File: config.mk
export PLATFORM = sky130hd
export DESIGN_NAME = mem_writeback
export DESIGN_NICKNAME = d
export VERILOG_FILES = /design/src/rtl/mem_writeback.sv
export SDC_FILE = /design/constraint.sdc
export NUM_CORES = 1
export LEC_CHECK = 0
export CAP_MARGIN = 10
export CORE_UTILIZATION = 43
export DETAILED_ROUTE_END_ITERATION = 8
export GPL_ROUTABILITY_DRIVEN = 0
export MAX_ROUTING_LAYER = met4
export PLACE_DENSITY_LB_ADDON = 0.12
export SLEW_MARGIN = 20
export SYNTH_ARGS = -nofsm -noshare
export SYNTH_HDL_FRONTEND = slang
export SYNTH_SLANG_ARGS = --single-unit
File: constraint.sdc
create_clock -name clk -period 1.8 [get_ports clk]
set_input_delay 0.27 -clock clk [delete_from_list [all_inputs] [get_ports clk]]
set_output_delay 0.27 -clock clk [all_outputs]
set_load 0.02 [all_outputs]
File: src/rtl/mem_writeback.sv
// mem_writeback: MIPS memory-access/writeback stage with dmem req/ready handshake.
// Optional access watchdog enabled by defining MEM_WB_TIMEOUT_EN.
module mem_writeback #(
  parameter int TO_CYCLES = 16
) (
  input  logic        clk,
  input  logic        rst,
  input  logic        in_valid,
  input  logic [2:0]  m,
  input  logic [1:0]  wb,
  input  logic [31:0] alu_result,
  input  logic [31:0] store_data,
  input  logic [4:0]  dest_reg,
  output logic        hold_mem,
  output logic        dmem_req,
  output logic        dmem_we,
  output logic [31:0] dmem_addr,
  output logic [31:0] dmem_wdata,
  input  logic        dmem_ready,
  input  logic [31:0] dmem_rdata,
  output logic        reg_write,
  output logic [4:0]  write_register,
  output logic [31:0] write_data_reg,
  output logic        mem_error
);
  typedef enum logic {IDLE, ACCESS} state_t;
  state_t      state;
  logic        lat_load;
  logic [1:0]  lat_wb;
  logic [4:0]  lat_dest;
  logic        is_mem, new_wr, done, comp_wr, conflict, accept, abort;
  logic        unused_branch;
  assign unused_branch = m[2];
  assign is_mem   = m[1] | m[0];
  assign new_wr   = !is_mem && wb[1] && dest_reg != 5'd0;
  assign done     = state == ACCESS && dmem_ready;
  assign comp_wr  = done && lat_load && lat_wb[1] && lat_dest != 5'd0;
  // a writing load completion owns the write port, so a writing non-mem op waits one cycle
  assign conflict = comp_wr && in_valid && new_wr;
  assign hold_mem = state == ACCESS && (!dmem_ready || conflict);
  assign accept   = in_valid && !hold_mem;
`ifdef MEM_WB_TIMEOUT_EN
  localparam int CW = $clog2(TO_CYCLES) + 1;
  logic [CW-1:0] cnt;
  assign abort = state == ACCESS && !dmem_ready && cnt == CW'(TO_CYCLES - 1);
  always_ff @(posedge clk or negedge rst)
    if (!rst) cnt <= '0;
    else cnt <= (state == ACCESS && !dmem_ready && !abort) ? cnt + 1'b1 : '0;
`else
  assign abort = 1'b0;
`endif
  always_ff @(posedge clk or negedge rst) begin
    if (!rst) begin
      state          <= IDLE;
      dmem_req       <= 1'b0;
      dmem_we        <= 1'b0;
      dmem_addr      <= '0;
      dmem_wdata     <= '0;
      lat_load       <= 1'b0;
      lat_wb         <= '0;
      lat_dest       <= '0;
      reg_write      <= 1'b0;
      write_register <= '0;
      write_data_reg <= '0;
      mem_error      <= 1'b0;
    end else begin
      reg_write      <= comp_wr || (accept && new_wr);
      write_register <= comp_wr ? lat_dest : dest_reg;
      write_data_reg <= comp_wr ? (lat_wb[0] ? dmem_rdata : dmem_addr) : alu_result;
      mem_error      <= abort;
      if (accept && is_mem) begin
        state      <= ACCESS;
        dmem_req   <= 1'b1;
        dmem_we    <= m[0] && !m[1];
        dmem_addr  <= alu_result;
        dmem_wdata <= store_data;
        lat_load   <= m[1];
        lat_wb     <= wb;
        lat_dest   <= dest_reg;
      end else if (done || abort) begin
        state    <= IDLE;
        dmem_req <= 1'b0;
      end
    end
  end
endmodule

==> qor.yml <==
synth_top_cells_by_count: "dfrtp_1, mux2_4, mux2_2, buf_12, buf_6"
synth_top_area_cell: "dfrtp_1"
fp.dieH_um: 110
cts-root-buf: "clkbuf_16"
worstReg2RegStart: "dmem_req"
numCtsBuffers: 9
fin_util: 0.678
maxSlewViolCount: 0
std_cell_rows: 39
synth-xor-area-share: 0
drive_gt1_frac: 0.368
finalSetupViolations: 0
syn-num-nets: 398
cp_data_arrival_time_ns: 1.47
yosysSeqAreaShare: 0.557
r2r-end: "dmem_wdata[8]"
drc: 0
synth_fa_ha_area_frac: 0
endpoint: "hold_mem"
finClkSkew_ns: 0.00380
hold_path.class: "in -> reg"
synth.cell_area_um2: 5030
dieArea_um2: 12100
final_antenna_net_count: 0
reg2reg_depth: 6
r2r_setup_slack_ns: 0.29
post_cts_buffers: 0
drt_wl_total_um: 11900
period_minus_slack_ns: 1.74
diodes: 0
status: "finished, final reports clean"
area_growth_pct: 53.9
synth_top_family_by_area: "multiplexers"
crit_required_ns: 1.53
final_nets: 641
rsz0062_at_grt: "no"
synth_top_cell_area_share: 0.557
max_freq_ghz: 0.575
cts_tree: "built"
timing.final.crit_share: 0.966
leakage_nw: 3.44
synth_seq_cells: 112
via_per_inst: 4.81
dr.pass1.iters: 4
grt_usage: 0.207
clk_pin_slew_ns: 0.07
place_ws_ns: -0.597
hold_viol: 0
clock_sinks: 112
first_iter_violations: 111
cpMaxStageDelayCell: "or4_4"
ir_drop_uv: 919
layout_setup_ws_ns: 0.0616
max_stage_delay_ns: 0.44
crit_chain: "clkdlybuf4s50_1, or4_4, nor2_4, o31ai_2, buf_4"
cp_max_fo: 2
grt_pass1_wl_um: 17900
synth.most_common_cell: "dfrtp_1"
coreArea_um2: 11400
wire_per_inst_um: 17.5
insertion_delay_ns: 0.35
async_flop_share: 1.00
dpl.hpwl_um: 8810
cp-start-kind: "primary input"
cts_buffer_depth: 2
ios: 216
ys_types: 23
vias: 3266
grt_overflow: 0
grt_antenna_before_repair: 0
htreeDepth: 3
yosysWarnings: 0
die_w_um: 110
path_class: "in -> out"
endpoint_kind: "primary output"
cap_violations: 0
syn_inst: 288
synth_edf_count: 0
synthMuxAreaShare: 0.368
startpoint: "dest_reg[4]"
initial_core_util: 0.441
io_buffers: 213
p_per_area_nw_per_um2: 984
fill_cells: 874
synth_ff_type: "dfrtp_1"
synth.avg_cell_area_um2: 17.5
synth_area_leaders: "dfrtp_1, mux2_4, mux2_2, buf_12, buf_6"
synth-compound-area-share: 0.0109
synth_simple_gate_area_frac: 0.0167
grt_pass1_vias: 3508
grt_max_degree: 53
-- cell families after synthesis --
kind of cell	Yosys count
buffers and inverters	17
AO/OA/AOI/OAI	6
flip-flops	112
other	1
multiplexers	140
AND/OR/NAND/NOR	12
-- what timing repair did --
item                                    4_1_cts  5_1_grt
endpoints found under the setup margin        1        1
resized for setup                            11        0
endpoints found under the hold margin        78        0
pin swaps                                     2        2
hold buffers                                  1        0
-- how the worst min path moves through the flow --
stage                      startpoint                 to  slack (ns)  cells past startpoint
final                     dest_reg[0]        lat_dest[0]        0.40                      3
after global placement            rst  write_data_reg[4]        0.31                      2
after CTS                 dest_reg[0]        lat_dest[0]        0.39                      3
after detailed placement          rst       dmem_addr[4]        0.30                      2
after floorplan                   rst       dmem_addr[0]       -0.03                      0
after global routing      dest_reg[0]        lat_dest[0]        0.39                      3
-- per-stage QoR --
stage	instances	power, mW	area [um2]	hold slack (ns)	TNS, ns
2_1_floorplan	288	4.55	5040	-0.0256	0
3_3_place_gp	662	5.72	7440	0.307	-9.53
3_5_place_dp	662	5.77	7440	0.305	-11.76
4_1_cts	679	7.73	7740	0.386	0
5_1_grt	679	7.98	7740	0.393	0
6_report	679	7.62	7740	0.399	0
-- cell type report --
class,instances,area (um2),area share
Sequential cell,112,2800,0.362
Timing Repair Buffer,248,2460,0.318
Clock buffer,13,270,0.0349
Multi-Input combinational cell,159,2010,0.259
Inverter,1,3.75,0.000485
Tap cell,143,179,0.0231
Clock inverter,3,15.0,0.00194
-- layout by cell type, fill, tap and decap left out --
master           Yosys  routed
nand4_1              2       2
a32o_1               1       1
or4_4                0       1
dlygate4sd2_1        0       3
buf_4                1      30
dlygate4sd3_1        0       1
o31ai_2              0       1
nand2b_4             1       1
nand3_1              2       2
a21o_1               1       1
nor2_4               0       1
clkinv_2             0       3
a32oi_1              1       1
a21oi_4              1       1
mux2_2              67      67
clkdlybuf4s50_1      0     208
mux2_4              73      73
nor2_1               3       2
nor3_4               1       1
nand3b_1             1       1
inv_1                1       1
clkbuf_16            0       9
buf_12               7       6
o21ai_0              1       1
clkbuf_1             0       1
clkbuf_8             0       3
conb_1               1       1
dfrtp_1            112     112
nand2_1              1       1
-- layer usage --
layer	share of wire	vias up	track usage
met4	0.0065	0	0.0395
met2	0.50	126	0.346
met1	0.40	1615	0.238
met3	0.090	6	0.0811
met5	0	-	-
li1	-	1519	-
-- where the power goes --
group | total, mW | internal [mW] | switching [mW]
clock | 1.91 | 1.05 | 0.866
sequential | 3.13 | 2.90 | 0.231
combinational | 2.58 | 1.54 | 1.04
-- critical path, delay by kind of cell --
| family | cells | cell delay, ns |
|---|---|---|
| buffers and inverters | 2 | 0.59 |
| AO/OA/AOI/OAI | 1 | 0.07 |
| AND/OR/NAND/NOR | 2 | 0.54 |
(Power assumes the default switching activity.)
